## src/rtl/mem_arbiter.sv

```systemverilog
// Arbiter sharing one single-port 32-bit memory between instruction fetch and the data load/store path.
// Optional misalignment trapping on the data port: define XGRISCV_MISALIGN_CHECK_EN.
module mem_arbiter #(
   parameter int ADDR_WIDTH = 32
) (
   input  logic                  clk,
   input  logic                  reset,
   input  logic                  if_req,
   input  logic [ADDR_WIDTH-1:0] if_addr,
   output logic                  if_ack,
   output logic [31:0]           if_rdata,
   input  logic                  d_req,
   input  logic                  d_we,
   input  logic [1:0]            d_size,
   input  logic [ADDR_WIDTH-1:0] d_addr,
   input  logic [31:0]           d_wdata,
   output logic                  d_ack,
   output logic [31:0]           d_rdata,
   output logic                  d_err,
   output logic                  mem_req,
   output logic                  mem_we,
   output logic [ADDR_WIDTH-1:0] mem_addr,
   output logic [3:0]            mem_be,
   output logic [31:0]           mem_wdata,
   input  logic                  mem_ready,
   input  logic [31:0]           mem_rdata,
   output logic                  stall
);

   typedef enum logic [1:0] {IDLE, IF_BUSY, D_BUSY} state_t;

   state_t      state, state_nxt;
   logic        last_d;
   logic        grant_if, grant_d, d_mis;
   logic [3:0]  d_be;
   logic [31:0] d_wrep;

   // Data is preferred on contention unless it took the previous grant.
   always_comb begin
      grant_if = 1'b0;
      grant_d  = 1'b0;
      if (state == IDLE) begin
         if (d_req && (!if_req || !last_d)) grant_d = 1'b1;
         else if (if_req)                   grant_if = 1'b1;
      end
   end

`ifdef XGRISCV_MISALIGN_CHECK_EN
   always_comb begin
      d_mis = 1'b0;
      case (d_size)
         2'b10:   d_mis = d_addr[0];
         2'b01:   d_mis = 1'b0;
         default: d_mis = (d_addr[1:0] != 2'b00);
      endcase
   end
`else
   assign d_mis = 1'b0;
`endif

   always_comb begin
      d_be   = 4'b1111;
      d_wrep = d_wdata;
      case (d_size)
         2'b01: begin
            d_be   = 4'b0001 << d_addr[1:0];
            d_wrep = {4{d_wdata[7:0]}};
         end
         2'b10: begin
            d_be   = 4'b0011 << {d_addr[1], 1'b0};
            d_wrep = {2{d_wdata[15:0]}};
         end
         default: ;
      endcase
   end

   always_comb begin
      state_nxt = state;
      case (state)
         IDLE: begin
            if (grant_d && !d_mis) state_nxt = D_BUSY;
            else if (grant_if)     state_nxt = IF_BUSY;
         end
         IF_BUSY, D_BUSY: if (mem_ready) state_nxt = IDLE;
         default: state_nxt = IDLE;
      endcase
   end

   always_ff @(posedge clk) begin
      if (reset) begin
         state     <= IDLE;
         last_d    <= 1'b0;
         mem_req   <= 1'b0;
         mem_we    <= 1'b0;
         mem_addr  <= '0;
         mem_be    <= 4'b0000;
         mem_wdata <= '0;
         if_ack    <= 1'b0;
         d_ack     <= 1'b0;
         if_rdata  <= '0;
         d_rdata   <= '0;
      end else begin
         state  <= state_nxt;
         if_ack <= 1'b0;
         d_ack  <= 1'b0;
         if (grant_if) begin
            mem_req  <= 1'b1;
            mem_we   <= 1'b0;
            mem_addr <= {if_addr[ADDR_WIDTH-1:2], 2'b00};
            mem_be   <= 4'b1111;
         end else if (grant_d && !d_mis) begin
            mem_req   <= 1'b1;
            mem_we    <= d_we;
            mem_addr  <= {d_addr[ADDR_WIDTH-1:2], 2'b00};
            mem_be    <= d_be;
            mem_wdata <= d_wrep;
         end else if (grant_d) begin
            // Trapped access completes immediately without touching memory.
            d_ack   <= 1'b1;
            d_rdata <= '0;
            last_d  <= 1'b1;
         end
         if (state != IDLE && mem_ready) begin
            mem_req <= 1'b0;
            if (state == IF_BUSY) begin
               if_ack   <= 1'b1;
               if_rdata <= mem_rdata;
               last_d   <= 1'b0;
            end else begin
               d_ack   <= 1'b1;
               d_rdata <= mem_rdata;
               last_d  <= 1'b1;
            end
         end
      end
   end

`ifdef XGRISCV_MISALIGN_CHECK_EN
   always_ff @(posedge clk) begin
      if (reset) d_err <= 1'b0;
      else       d_err <= grant_d & d_mis;
   end
`else
   assign d_err = 1'b0;
`endif

   assign stall = (d_req & ~d_ack) | (if_req & ~if_ack);

endmodule

```

## config.mk

```make
export PLATFORM = sky130hd
export DESIGN_NAME = mem_arbiter
export DESIGN_NICKNAME = d
export VERILOG_FILES = /design/src/rtl/mem_arbiter.sv
export SDC_FILE = /design/constraint.sdc
export NUM_CORES = 1
export LEC_CHECK = 0
export ABC_AREA = 1
export BUFFER_PORTS_ARGS = -buffer_cell sky130_fd_sc_hd__clkbuf_2
export CORE_ASPECT_RATIO = 0.5
export CORE_MARGIN = 8
export CORE_UTILIZATION = 42
export CTS_CLUSTER_DIAMETER = 50
export DETAILED_ROUTE_END_ITERATION = 10
export GPL_TIMING_DRIVEN = 0
export PLACE_DENSITY_LB_ADDON = 0.1
export SYNTH_ARGS = -nofsm -noshare
export SYNTH_HDL_FRONTEND = slang
export SYNTH_SLANG_ARGS = --single-unit
```

## constraint.sdc

```tcl
create_clock -name clk -period 1.52 [get_ports clk]
set_clock_uncertainty 0.1 [all_clocks]
set_input_delay 0 -clock clk [delete_from_list [all_inputs] [get_ports clk]]
set_output_delay 0 -clock clk [all_outputs]
set_load 0.02 [all_outputs]
```

[After elaboration in Yosys (flattened, before gate mapping)]
Cells that the tools add are included.
Word-level totals
  flip-flop bits (word level): 137
  output and inout bits: 138
Cells by class
  eq/ne operators: 6
  bitwise logic cells: 8
  reductions and logical operators: 16
  shifts and indexed selects: 2
  mux-type cells: 19
Operators by type and width (number)
  two-way mux 32 bit: 2
  one-hot mux 32 bit (2 select lines): 1
  two-way mux 1 bit: 9
  two-way mux 4 bit: 2
  one-hot mux 4 bit (2 select lines): 1
  AND reduction 2 bit: 4
  OR reduction 2 bit: 4
  two-way mux 2 bit: 3
  NOT 1 bit: 5
  == test 2 x 1 -> 1 bit, second input constant: 2
  == test 2 bit, second input constant: 2
  one-hot mux 2 bit (2 select lines): 1
  nonzero test 2 bit: 2
  << shifter 1 x 2 -> 4 bit, first input constant: 1
  << shifter 2 x 2 -> 4 bit, first input constant: 1
  != test 3 bit, second input constant: 1
  bitwise AND 1 bit: 2
  logical AND 1 bit: 2
  logical NOT 1 bit: 2
  logical NOT 2 bit: 1
  != test 2 bit, second input constant: 1
  logical OR 1 bit: 1
  OR 1 bit: 1

[Logic depth before layout (Yosys ltp)]
Gate-level depths: netlist (run 1).
  word-level depth: 8
  depth in mapped cells: 10
  gate-level depth less buffers: 8

[Worst setup path after synthesis (run 1)]
No wires, ideal clock.
  path kind: flip-flop to flip-flop
  start: register state[0]
  end: register d_rdata[10]
  buffers on the path: 3
  required time: 1.304 ns
  arrival time: 1.432 ns
  clock period less this slack: 1.648 ns
  stages on the path, launching flop included: 11
  slack: -0.128 ns
  cells stage by stage: dfxtp_1 -> inv_1 -> ha_1 -> buf_6 -> inv_4 -> nand2_2 -> or2_4 -> buf_6 -> buf_6 -> o21ai_1 -> a21oi_1
Between the ends
  longest elaborated chain between the ends: 3
  elaborated cells on any way between the ends: 5
  those cells by class: eq/ne (1); bitwise (1); reduce/logical (3)
Ends and longest elaborated chain
  start: declaration: RTL line 32  | state_t state, state_nxt;
  start signal: assignment: RTL line 103  | state <= state_nxt;
  == test 2 x 1 -> 1 bit or nonzero test 2 bit (tied branches): RTL line 125, 123
  NOT 1 bit (no line) or logical AND 1 bit (tied branches)
  AND reduction 2 bit (no line) (*)
  end signal: assignment: RTL line 131  | d_rdata <= mem_rdata;
  end: declaration: RTL line 18  | output logic [31:0] d_rdata,
Every way passes the cells marked *; elsewhere a longest branch is shown, timed or not.
A chain may end at the register's enable or synchronous reset.

[Worst setup path in the final report (run 1)]
  start: register state[0]
  end: register d_rdata[14]
Same word-level chain as after synthesis.

==> parameters.txt, run 1 <==
Parameter                              Value

Die
  Area of the core region ... between 0.01 and 0.015 mm^2
  IO Pins ... between 200 and 300
  Die Wd ... about 180 um
  Die Footprint ... ~0.018 mm^2
  Chip height ... roughly 100 um
  Cell row count ... 30
  Initial core utilization ... 43.1%

Pwr
  Part of the power in the clock network ... 36.5%
  Maximum ir drop on the vdd rail ... roughly 0.7 mV
  Net load switching power ... around 3.5 mW
  Cell Int Power ... a little over 7 mW
  Logic gate share of total power ... around a quarter
  Switching power share of the total ... about a third
  Leakage power of the design ... roughly 4.6 nW
  Seq pwr share ... between 30% and 40%
  Total power density per cell area ... 1090 mW/mm^2

CTS
  Cts bufs inserted ... 17
  H-Tree Level Count ... 4
  Worst skew pair latency ... approximately 400 ps
  Max Buffers Root-to-Sink ... 2
  Cell at the root of the clock tree ... sky130_fd_sc_hd__clkbuf_16
  Clock Sink Count ... 137
  TritonCTS clock tree ... yes
  Clock slew at the register clock pins of the worst setup and hold paths ... around 70 ps

Synthesis
  Average size of a mapped cell ... roughly 7.1 um^2
  Count of state elements after synthesis ... around 140
  Post-synth design cell area ... about 0.0059 mm^2
  Post-synthesis cell type count ... 25
  Number of instances in the synthesized netlist ... approximately 800
  Fraction of the yosys area taken by sequential cells ... a little under half
  Total number of yosys warnings ... 0

Placed design
  Half-perimeter wire length after detailed placement ... between 15 and 20 mm
  Worst slack at placement ... -281 ps
  Final weighted congestion of routability-driven global placement ... about 0.91
  Count of buffers from port buffering ... about 270

Run
  Max capacitance violation total ... 0

Final layout
  Area growth from synthesis to layout ... 67.4%
  Leading cell type in the layout, fill and taps excluded ... sky130_fd_sc_hd__clkbuf_2
  Filler Cell Count ... approximately 1100
  Register area ... ~0.0027 mm^2
  Nets ... approximately 1400
  Most frequent cells in the layout ... sky130_fd_sc_hd__clkbuf_2, sky130_fd_sc_hd__nand2_1, sky130_fd_sc_hd__dfxtp_1
  Combined area of the multi-input logic cells ... ~0.0026 mm^2
  Fraction of layout instances using a drive strength above 1 ... about a third

Min path
  Hold/Removal Path Class ... primary input to flop
  Hold Crit Depth ... 5

Timing
  Setup repair after global routing missed its margin ... yes
  Max-Slew Margin vs Limit ... ~52%
  Part of the cycle the worst path needs ... 107%
  Least-Margin Pin Slew ... 718 ps
  Post-route worst setup slack ... -101 ps
  Maximum frequency from static timing analysis ... 0.617 GHz
  Final number of hold-violating endpoints ... 0
  Number of slew-limit violations in the final report ... 0
  Number of setup violations in the final report ... 78
  Final hold slack ... 40.9 ps
  Clock period minus final worst setup slack ... between 1500 and 2000 ps

Drt
  Count of antenna-violating nets left after detailed routing ... 0
  Routed wire length ... roughly 23 mm
  Detailed-route wire length per cell ... 15.9 um
  Drt drc ... 0
  Per-cell via count in the routed design ... approximately 4.9
  Total number of vias ... 7177
  Detailed-routing iteration count for the pre-antenna-repair pass ... 5
  Starting DRT DRC Count ... 434

Outcome
  Result of the run ... finished, violations left
  Violated checks ... setup timing

Global route
  Pin count of the biggest net entering global routing ... 17
  Wire length of the first global-routing pass ... 36.5 mm
  Initial antenna violation count ... 2
  Gr ovfl total ... 0
  GRT Util Overall ... ~25%
  Via count of the first global-routing pass ... 7255

Worst setup path
  R2R depth ... 9
  Required time of the critical path ... 1730 ps
  Startpoint types ... flop
  Element type at the critical path end ... flop
  Critical path fanouts, max ... 6
  Critical Setup Path Class ... flop to flop
  Data arrival time of the critical path ... 1830 ps
[state kept, by name (all words and copies together) (netlist names)]
| signal | flops |
|---|---|
| if_rdata | 32 |
| mem_we | 1 |
| d_rdata | 32 |
| if_ack | 1 |
| mem_wdata | 32 |
| state | 2 |
| d_ack | 1 |
| mem_addr | 30 |
| mem_be | 4 |
| mem_req | 1 |
| last_d | 1 |
[metal layers]
metal	global-route usage, %	part of all wire (%)
met1	28.3	41
met2	41.3	46
met3	8.26	9.3
met4	11.4	3.3
met5	0	0
[critical path, stage by stage (launching register included)]
cell and delay [ps]:
sky130_fd_sc_hd__dfxtp_2 350, sky130_fd_sc_hd__inv_2 50, sky130_fd_sc_hd__ha_4 170, sky130_fd_sc_hd__inv_4 60, sky130_fd_sc_hd__nand2_4 50, sky130_fd_sc_hd__or2_4 260, sky130_fd_sc_hd__buf_12 150, sky130_fd_sc_hd__buf_12 130
sky130_fd_sc_hd__o21ai_4 140, sky130_fd_sc_hd__a21oi_1 50
[final cells by class]
cell class,instances,area share [%]
Clock buffer,18,4.46
Timing Repair inverter,1,0.0509
Timing Repair Buffer,413,29.0
Multi-Input combinational cell,533,26.9
Buffer,62,4.44
Tap cell,192,2.44
Antenna cell,2,0.0509
Inverter,91,3.55
Clock inverter,14,1.28
Sequential cell,137,27.9
[timing repair]
item,CTS,global route
setup buffers,6,4
setup endpoints to repair,134,126
hold buffers,131,1
endpoints found under the hold margin,135,2
cloned,2,3
pin swaps,2,13
gates resized for setup,54,63
[logic make-up (layout without fill, tap and decap cells)]
kind of cell               count (synthesis)  after routing  synth area share (%)
AOI/OAI and AO/OA                        187            187                  16.2
other                                      1              5                0.0638
and+or+nand+nor                          339            339                  24.4
DFF                                      137            137                  46.6
buffers and inverters                    156            599                  11.8
adders and majority gates                  4              4                 0.851
[power groups by stage]
stage	clock network [mW]	registers (mW)	logic, mW
after CTS	3.98	4.04	2.61
after detailed placement	0	4.12	2.15
after floorplan	0	4.46	0.983
final	3.91	4.04	2.78
after global routing	4.15	4.08	3.03
after global placement	0	4.11	2.14
[path summary, 6_finish.rpt]
| check | start | endpoint | slack (ps) |
|---|---|---|---|
| worst max-delay path | state[0]$_SDFFE_PP0P_ | d_rdata[14]$_SDFFE_PP0P_ | -100 |
| worst min-delay path | reset | mem_req$_SDFFE_PP0P_ | 40 |
| worst max register to register | state[0]$_SDFFE_PP0P_ | d_rdata[14]$_SDFFE_PP0P_ | -100 |
| worst min register to register | d_rdata[7]$_SDFFE_PP0P_ | d_rdata[7]$_SDFFE_PP0P_ | 350 |
[through the flow]
stage               total power, mW  cell area [um^2]  util, %  instances  setup TNS (ps)
global route                   11.3              9840     72.2       1463          -10180
floorplan                      5.44              5910        -        826            -994
CTS                            10.6              9590     70.4       1453           -3710
global placement               6.24              7480     54.9       1285          -15660
detailed placement             6.27              7480     54.9       1285          -18640
finish                         10.7              9840     72.2       1463           -2240
[cell usage after synthesis]
master	n	area (um^2)
sky130_fd_sc_hd__nand3_4	1	17.5
sky130_fd_sc_hd__dfxtp_1	137	2740
sky130_fd_sc_hd__ha_1	4	50.1
sky130_fd_sc_hd__nand3_1	48	240
sky130_fd_sc_hd__nand2_1	159	597
sky130_fd_sc_hd__buf_2	15	75.1
sky130_fd_sc_hd__buf_6	6	67.6
sky130_fd_sc_hd__a21oi_1	120	601
sky130_fd_sc_hd__nand4_1	31	194
sky130_fd_sc_hd__inv_1	89	334
sky130_fd_sc_hd__o21ai_1	6	30.0
sky130_fd_sc_hd__o22ai_1	1	6.26
sky130_fd_sc_hd__a21oi_2	1	8.76
sky130_fd_sc_hd__buf_1	1	3.75
sky130_fd_sc_hd__inv_4	1	6.26
sky130_fd_sc_hd__nor2_1	96	360
sky130_fd_sc_hd__nand2_2	3	18.8
sky130_fd_sc_hd__buf_4	11	82.6
sky130_fd_sc_hd__conb_1	1	3.75
sky130_fd_sc_hd__a31oi_1	8	50.1
sky130_fd_sc_hd__or2_4	1	8.76
sky130_fd_sc_hd__inv_2	1	3.75
sky130_fd_sc_hd__o21ai_0	50	250
sky130_fd_sc_hd__clkbuf_1	32	120
sky130_fd_sc_hd__o21bai_1	1	7.51
No activity file was read; power rests on OpenSTA's default activity.
==> run 2: changes to the inputs <==
--- a/config.mk
+++ b/config.mk
@@ -6,12 +6,13 @@
 export NUM_CORES = 1
 export LEC_CHECK = 0
 export ABC_AREA = 1
-export BUFFER_PORTS_ARGS = -buffer_cell sky130_fd_sc_hd__clkbuf_2
 export CORE_ASPECT_RATIO = 0.5
 export CORE_MARGIN = 8
-export CORE_UTILIZATION = 42
+export CORE_UTILIZATION = 57
+export CTS_BUF_LIST = sky130_fd_sc_hd__clkbuf_8 sky130_fd_sc_hd__clkbuf_16
 export CTS_CLUSTER_DIAMETER = 50
 export DETAILED_ROUTE_END_ITERATION = 10
+export DONT_BUFFER_PORTS = 1
 export GPL_TIMING_DRIVEN = 0
 export PLACE_DENSITY_LB_ADDON = 0.1
 export SYNTH_ARGS = -nofsm -noshare
==> parameters.txt, run 2 (synthesis results as in run 1) <==
Parameter                              Value

Final layout
  Final instance area ... 0.00863 mm^2 (-12%)
  Area growth from synthesis to layout ... 46.8%
  Leading cell type in the layout, fill and taps excluded ... sky130_fd_sc_hd__nand2_1
  Leading registers by flop count ... d_rdata x32, if_rdata x32, mem_wdata x32
  Most frequent cells in the layout ... sky130_fd_sc_hd__nand2_1, sky130_fd_sc_hd__dfxtp_1, sky130_fd_sc_hd__dlygate4sd3_1
  Fraction of layout instances using a drive strength above 1 ... 16.7% (-15 points)
  Nets ... 1133 (-19%)
  Filler Cell Count ... 564 (-48%)
  Final cell count without fillers ... 1148 (-22%)
  Post-route core utilization ... 85.3% (+13 points)

Worst setup path
  Required time of the critical path ... 1730 ps (about the same)
  Element type at the critical path end ... flop
  Critical path fanouts, max ... 6 (unchanged)
  Worst r2r dst ... d_rdata[10]$_SDFFE_PP0P_
  Delay of the slowest cell on the worst path ... 350 ps (about the same)
  R2R depth ... 9 (unchanged)
  Worst setup slack for register-to-register paths ... -120 ps (-20 ps)
  Worst-path cell with the longest stage delay ... sky130_fd_sc_hd__dfxtp_2
  Cells along the critical path ... inv_2, ha_4, inv_4, nand2_4, or2_4, buf_8, buf_16, o21ai_4, a21oi_2
  Critical Setup Path Class ... flop to flop
  Startpoint of the worst register-to-register path ... state[0]$_SDFFE_PP0P_
  Critical path launch point ... state[0]$_SDFFE_PP0P_
  Data arrival time of the critical path ... 1850 ps (+20 ps)
  Startpoint types ... flop

Die
  IO Pins ... 274 (unchanged)
  Cell row count ... 26 (-13%)
  Chip height ... 87.8 um (-12%)
  Die Footprint ... 0.0140 mm^2 (-23%)
  Initial core utilization ... 58.1% (+15 points)
  Die Wd ... 160 um (-13%)
  Area of the core region ... 0.0101 mm^2 (-26%)

CTS
  H-Tree Level Count ... 4 (unchanged)
  Clock Sink Count ... 137 (unchanged)
  Clock slew at the register clock pins of the worst setup and hold paths ... 60 ps (about the same)
  Cts bufs inserted ... 17 (unchanged)
  Cell at the root of the clock tree ... sky130_fd_sc_hd__clkbuf_16
  Worst skew pair latency ... 410 ps (about the same)
  Max Buffers Root-to-Sink ... 2 (unchanged)
  TritonCTS clock tree ... yes

Timing
  Setup repair after global routing missed its margin ... yes
  Part of the cycle the worst path needs ... 108% (+1.4 points)
  Max-Slew Margin vs Limit ... 61.8% (+9.6 points)
  Least-Margin Pin Slew ... 574 ps (-145 ps)
  Post-route worst setup slack ... -123 ps (-21.6 ps)
  Final number of hold-violating endpoints ... 4 (+4)
  Maximum frequency from static timing analysis ... 0.609 GHz (-1.3%)
  Final hold slack ... -75.5 ps (-116 ps)
  Sum of negative setup slack ... -4310 ps (-2070 ps)
  Number of setup violations in the final report ... 92 (+18%)
  Clock period minus final worst setup slack ... 1640 ps (+21.6 ps)
  Number of slew-limit violations in the final report ... 0 (unchanged)

Drt
  Routed wire length ... 24.1 mm (+3.7%)
  Count of antenna-violating nets left after detailed routing ... 0 (unchanged)
  Total number of vias ... 6645 (-7.4%)
  Detailed-route wire length per cell ... 21.0 um (+32%)
  Detailed-routing iteration count for the pre-antenna-repair pass ... 5 (unchanged)
  Starting DRT DRC Count ... 633 (+46%)
  Per-cell via count in the routed design ... 5.79 (+18%)
  Drt drc ... 0 (unchanged)

Min path
  Worst-case hold path end point ... if_rdata[1]$_SDFFE_PP0P_
  Hold Crit Depth ... 4 (-1)
  Hold_sp ... mem_ready
  Hold/Removal Path Class ... primary input to flop

Global route
  Pin count of the biggest net entering global routing ... 17 (unchanged)
  Wire length of the first global-routing pass ... 34.1 mm (-6.4%)
  Gr ovfl total ... 0 (unchanged)
  Initial antenna violation count ... 0 (-2)
  Via count of the first global-routing pass ... 6380 (-12%)
  GRT Util Overall ... 30.5% (+5.8 points)

Pwr
  Maximum ir drop on the vdd rail ... 0.873 mV (+25%)
  Leakage power of the design ... 3.58 nW (-23%)
  Seq pwr share ... 42.6% (+4.9 points)
  Net load switching power ... 3.41 mW (-2.1%)
  Switching power share of the total ... 32.3% (-0.15 points)
  Total power density per cell area ... 1220 mW/mm^2 (+12%)
  Post-layout power ... 10.6 mW (-1.7%)
  Part of the power in the clock network ... 38.0% (+1.5 points)
  Cell Int Power ... 7.15 mW (-1.4%)
  Logic gate share of total power ... 19.5% (-6.4 points)

Placed design
  Final weighted congestion of routability-driven global placement ... 0.867 (-4.8%)
  Worst slack at placement ... -256 ps (+24.2 ps)
  Count of buffers from port buffering ... 0 (-100%)
  Half-perimeter wire length after detailed placement ... 14.1 mm (-12%)
  Placed inst area ... 0.00608 mm^2 (-19%)
  Number of cells in the design after placement ... 966 (-25%)

Outcome
  Violated checks ... hold timing, setup timing
  Result of the run ... finished, violations left

Run
  Max capacitance violation total ... 0 (unchanged)
[run 2: cell count changes in the layout (fill, tap and decap cells not counted), sizes merged]
cell         before  now
bufbuf            0    1
bufinv            0    1
clkinvlp          3    4
clkbuf          319   55
inv             100   97
buf              42   41
dlygate4sd3     132  134
[run 2: layout make-up]
type / count / area, um^2 / area share, %
buffer: 60 / 465 / 5.39
inverter: 91 / 355 / 4.12
antenna: 2 / 5.00 / 0.0580
clock inverter: 13 / 119 / 1.38
timing repair buffer: 152 / 1600 / 18.6
timing repair inverter: 1 / 8.76 / 0.101
clock buffer: 19 / 453 / 5.25
tap: 140 / 175 / 2.03
sequential: 137 / 2750 / 31.8
multi-input combinational: 533 / 2700 / 31.3
[run 2: how the worst max path moves through the flow]
stage,to,depth (start not counted)
after floorplan,d_rdata[10]$_SDFFE_PP0P_,10
final,d_rdata[10]$_SDFFE_PP0P_,9
after global placement,d_rdata[1]$_SDFFE_PP0P_,7
after detailed placement,d_rdata[21]$_SDFFE_PP0P_,7
after global routing,mem_addr[3]$_SDFFE_PP0P_,7
after CTS,d_rdata[13]$_SDFFE_PP0P_,9
[run 2: critical path: cells and delay by family (launching register included)]
family                   cells  cell delay, ps
AO/OA/AOI/OAI                2             190
buffers and inverters        4             390
AND/OR/NAND/NOR              2             330
adder cells (fa/ha/maj)      1             160
flip-flops                   1             350
[run 2: power groups by stage]
stage | Clock, mW | Sequential [mW] | Combinational, mW
2_1_floorplan | 0 | 4.46 | 0.983
3_3_place_gp | 0 | 4.55 | 1.21
3_5_place_dp | 0 | 4.56 | 1.24
4_1_cts | 4.00 | 4.48 | 1.72
5_1_grt | 4.17 | 4.52 | 2.22
6_report | 4.01 | 4.49 | 2.06
[run 2: routing by layer]
metal / track usage, % / wire length [um]
met5: 0 / 0
met2: 52.5 / 11600
met3: 13.1 / 3010
met1: 32.7 / 8680
met4: 13.8 / 853
[run 2: timing repair]
item | in CTS | in global routing
setup endpoints to repair | 133 | 134
gates cloned | 3 | 6
hold endpoints to repair | 136 | 6
pin swaps | 12 | 20
setup buffers | 7 | 3
resized for setup | 60 | 120
hold buffers | 133 | 1
==> run 3: changes to the inputs <==
--- a/config.mk
+++ b/config.mk
@@ -5,16 +5,16 @@
 export SDC_FILE = /design/constraint.sdc
 export NUM_CORES = 1
 export LEC_CHECK = 0
-export ABC_AREA = 1
 export CORE_ASPECT_RATIO = 0.5
 export CORE_MARGIN = 8
-export CORE_UTILIZATION = 57
+export CORE_UTILIZATION = 56
 export CTS_BUF_LIST = sky130_fd_sc_hd__clkbuf_8 sky130_fd_sc_hd__clkbuf_16
 export CTS_CLUSTER_DIAMETER = 50
 export DETAILED_ROUTE_END_ITERATION = 10
 export DONT_BUFFER_PORTS = 1
 export GPL_TIMING_DRIVEN = 0
 export PLACE_DENSITY_LB_ADDON = 0.1
+export RECOVER_POWER = 100
 export SYNTH_ARGS = -nofsm -noshare
 export SYNTH_HDL_FRONTEND = slang
 export SYNTH_SLANG_ARGS = --single-unit
==> parameters.txt, run 3 <==
Parameter                              Value

Outcome
  Result of the run ... finished, violations left
  Violated checks ... setup timing

CTS
  H-Tree Level Count ... 4 (unchanged)
  Cell at the root of the clock tree ... sky130_fd_sc_hd__clkbuf_16
  TritonCTS clock tree ... yes
  Cts bufs inserted ... 17 (unchanged)
  Worst skew pair latency ... 400 ps (about the same)
  Max Buffers Root-to-Sink ... 2 (unchanged)
  Clock Sink Count ... 137 (unchanged)
  Clock slew at the register clock pins of the worst setup and hold paths ... 60 ps (about the same)

Final layout
  Area growth from synthesis to layout ... 48.3%
  Leading registers by flop count ... d_rdata x32, if_rdata x32, mem_wdata x32
  Leading cell type in the layout, fill and taps excluded ... sky130_fd_sc_hd__dfxtp_1
  Filler Cell Count ... 488 (-13%)
  Most frequent cells in the layout ... sky130_fd_sc_hd__dfxtp_1, sky130_fd_sc_hd__dlygate4sd3_1, sky130_fd_sc_hd__nand2_1
  Nets ... 897 (-21%)
  Fraction of layout instances using a drive strength above 1 ... 21.0% (+4.3 points)

Synthesis
  Post-synthesis cell type count ... 38 (+52%)
  Number of instances in the synthesized netlist ... 590 (-28%)
  Number of enable flip-flop cells after synthesis ... 0 (unchanged)
  Top FF cell, synth ... sky130_fd_sc_hd__dfxtp_1
  Total number of yosys warnings ... 0 (unchanged)
  Fraction of the yosys area taken by sequential cells ... 49.7% (+3.1 points)
  Commonest cells post-synth ... sky130_fd_sc_hd__dfxtp_1, sky130_fd_sc_hd__nand2_1, sky130_fd_sc_hd__a21oi_1, sky130_fd_sc_hd__a221o_1, sky130_fd_sc_hd__nor2_1
  Average size of a mapped cell ... 9.35 um^2 (+31%)
  Proportion of register bits with asynchronous set or reset after synthesis ... 0% (unchanged)
  Leading cell types by total area after synthesis ... sky130_fd_sc_hd__dfxtp_1, sky130_fd_sc_hd__a21oi_1, sky130_fd_sc_hd__a221o_1
  Largest area contributor in the synthesized netlist ... sky130_fd_sc_hd__dfxtp_1
  Post-synth design cell area ... 0.00552 mm^2 (-6.2%)
  Proportion of netlist area held by the largest area contributor ... 49.7% (+3.1 points)
  Most repeated cell in the gate-level netlist after synthesis ... sky130_fd_sc_hd__dfxtp_1
  Count of state elements after synthesis ... 137 (unchanged)

Die
  Chip height ... 86.2 um (-1.9%)
  Die Wd ... 156 um (-2.0%)
  Initial core utilization ... 58.0% (-0.086 points)
  IO Pins ... 274 (unchanged)
  Cell row count ... 25 (-3.8%)
  Die Footprint ... 0.0135 mm^2 (-3.8%)
  Area of the core region ... 0.00951 mm^2 (-6.0%)

Drt
  Total number of vias ... 5530 (-17%)
  Count of antenna-violating nets left after detailed routing ... 0 (unchanged)
  Top layer used by detailed routing ... met4
  Met2 routed WL ... 10.7 mm (-7.9%)
  Sum of routed wire segments on met1 ... 7.86 mm (-9.4%)
  Per-cell via count in the routed design ... 6.10 (+5.4%)
  Routed wire length ... 21.4 mm (-11%)
  Drt drc ... 0 (unchanged)
  Starting DRT DRC Count ... 456 (-28%)
  Detailed-routing iteration count for the pre-antenna-repair pass ... 5 (unchanged)
  Routed length on met3 ... 2.29 mm (-24%)
  Detailed-route wire length per cell ... 23.6 um (+13%)

Timing
  Setup repair after global routing missed its margin ... yes
  Least-Margin Pin Slew ... 745 ps (+172 ps)
  Number of slew-limit violations in the final report ... 0 (unchanged)
  Clock period minus final worst setup slack ... 1700 ps (+61.1 ps)
  Max-Slew Margin vs Limit ... 50.3% (-11 points)
  Final number of hold-violating endpoints ... 0 (-4)
  Sum of negative setup slack ... -10230 ps (-5920 ps)
  Maximum frequency from static timing analysis ... 0.587 GHz (-3.6%)
  Part of the cycle the worst path needs ... 112% (+4.0 points)
  Number of setup violations in the final report ... 119 (+29%)
  Post-route worst setup slack ... -184 ps (-61.1 ps)

Worst setup path
  Data arrival time of the critical path ... 1940 ps (+90 ps)
  Element type at the critical path end ... flop
  Required time of the critical path ... 1760 ps (+30 ps)
  Critical Setup Path Class ... flop to flop
  Startpoint types ... flop
  Critical path fanouts, max ... 7 (+1)

Placed design
  Final weighted congestion of routability-driven global placement ... 0.795 (-8.2%)
  Half-perimeter wire length after detailed placement ... 12.8 mm (-8.9%)
  Worst slack at placement ... -293 ps (-36.7 ps)
  Count of buffers from port buffering ... 0 (unchanged)

Global route
  Pin count of the biggest net entering global routing ... 17 (unchanged)
  Via count of the first global-routing pass ... 5426 (-15%)
  Gr ovfl total ... 0 (unchanged)
  Wire length of the first global-routing pass ... 30.9 mm (-9.6%)
  GRT Util Overall ... 28.9% (-1.5 points)
  Initial antenna violation count ... 1 (+1)

Pwr
  Maximum ir drop on the vdd rail ... 0.969 mV (+11%)
  Total power density per cell area ... 1240 mW/mm^2 (+1.5%)
  Leakage power of the design ... 3.04 nW (-15%)

Run
  Max capacitance violation total ... 0 (unchanged)

Min path
  Hold/Removal Path Class ... primary input to flop
[run 3: changes by cell type after synthesis, sizes merged, moves of 31 or more]
cell,before,now
nand4,31,0
a21oi,121,69
inv,91,9
nand3,49,10
nand2,162,84
a221o,0,34
mux2i,0,32
nor3b,0,33
o21ai,56,12
nor2,96,35
[run 3: cell families after synthesis]
group | after synthesis | synth area share (%)
AOI/OAI and AO/OA | 166 | 21.2
adders and majority gates | 4 | 0.907
buffers and inverters | 67 | 6.24
DFF | 137 | 49.7
muxes | 32 | 5.81
other | 1 | 0.0680
and+or+nand+nor | 183 | 16.0
[run 3: final cells by class]
cell class	count	area, um^2	area share, %
flip-flops and latches	137	2750	33.5
clock inverters	13	128	1.56
inverters	9	36.3	0.443
plain buffers	56	447	5.46
repair buffers	148	1490	18.3
clock buffers	19	453	5.54
multi-input cells	388	2710	33.1
well taps	135	169	2.06
diodes	1	2.50	0.0306
[run 3: worst max-delay path, cell delays in order, from the launching register on]
cell and delay [ps]:
sky130_fd_sc_hd__dfxtp_2 350, sky130_fd_sc_hd__inv_2 50, sky130_fd_sc_hd__ha_4 190, sky130_fd_sc_hd__buf_6 120, sky130_fd_sc_hd__and3b_2 350, sky130_fd_sc_hd__buf_6 140, sky130_fd_sc_hd__buf_6 120, sky130_fd_sc_hd__nand2_1 80
sky130_fd_sc_hd__a21oi_2 130
[run 3: stage by stage]
step / hold slack (ps) / utilization, % / instances / power [mW] / instance area (um^2)
6_report: 24.5 / 86.1 / 906 / 10.2 / 8180
3_5_place_dp: 41.5 / 60.4 / 727 / 5.59 / 5740
2_1_floorplan: 36.0 / - / 592 / 5.30 / 5580
4_1_cts: 3.84 / 81.9 / 896 / 9.99 / 7790
3_3_place_gp: 38.0 / 60.4 / 727 / 5.56 / 5740
5_1_grt: 24.5 / 86.1 / 906 / 10.5 / 8180
[run 3: where the power goes]
group | switching (mW) | internal, mW | total [mW] | leakage (nW)
sequential | 0.578 | 3.89 | 4.46 | 1.12
combinational | 0.804 | 0.820 | 1.62 | 1.64
clock | 1.58 | 2.48 | 4.07 | 0.282
total | 2.96 | 7.19 | 10.2 | 3.04
[run 3: repair_timing]
item | in CTS | in global routing
hold buffers | 131 | 0
pin swaps | 3 | 25
gates cloned | 2 | 3
resized for setup | 36 | 98
hold endpoints to repair | 136 | 0
setup endpoints to repair | 129 | 125
setup buffers | 6 | 6
[run 3: worst paths after layout]
| check | slack [ps] | start | depth (start not counted) | end |
|---|---|---|---|---|
| hold reg to reg | 380 | state[1]$_SDFFE_PP0P_ | 2 | state[1]$_SDFFE_PP0P_ |
| setup reg to reg | -180 | state[0]$_SDFFE_PP0P_ | 8 | if_rdata[5]$_SDFFE_PP0P_ |
| setup / recovery | -180 | state[0]$_SDFFE_PP0P_ | 8 | if_rdata[5]$_SDFFE_PP0P_ |
| hold / removal | 20 | reset | 3 | mem_be[3]$_SDFFE_PP0P_ |
[run 3: metal layers]
layer	vias to the layer above	GRT usage (%)
met5	-	0
met4	0	13.7
met3	52	10.2
met2	354	49.8
met1	2668	31.8
li1	2456	-
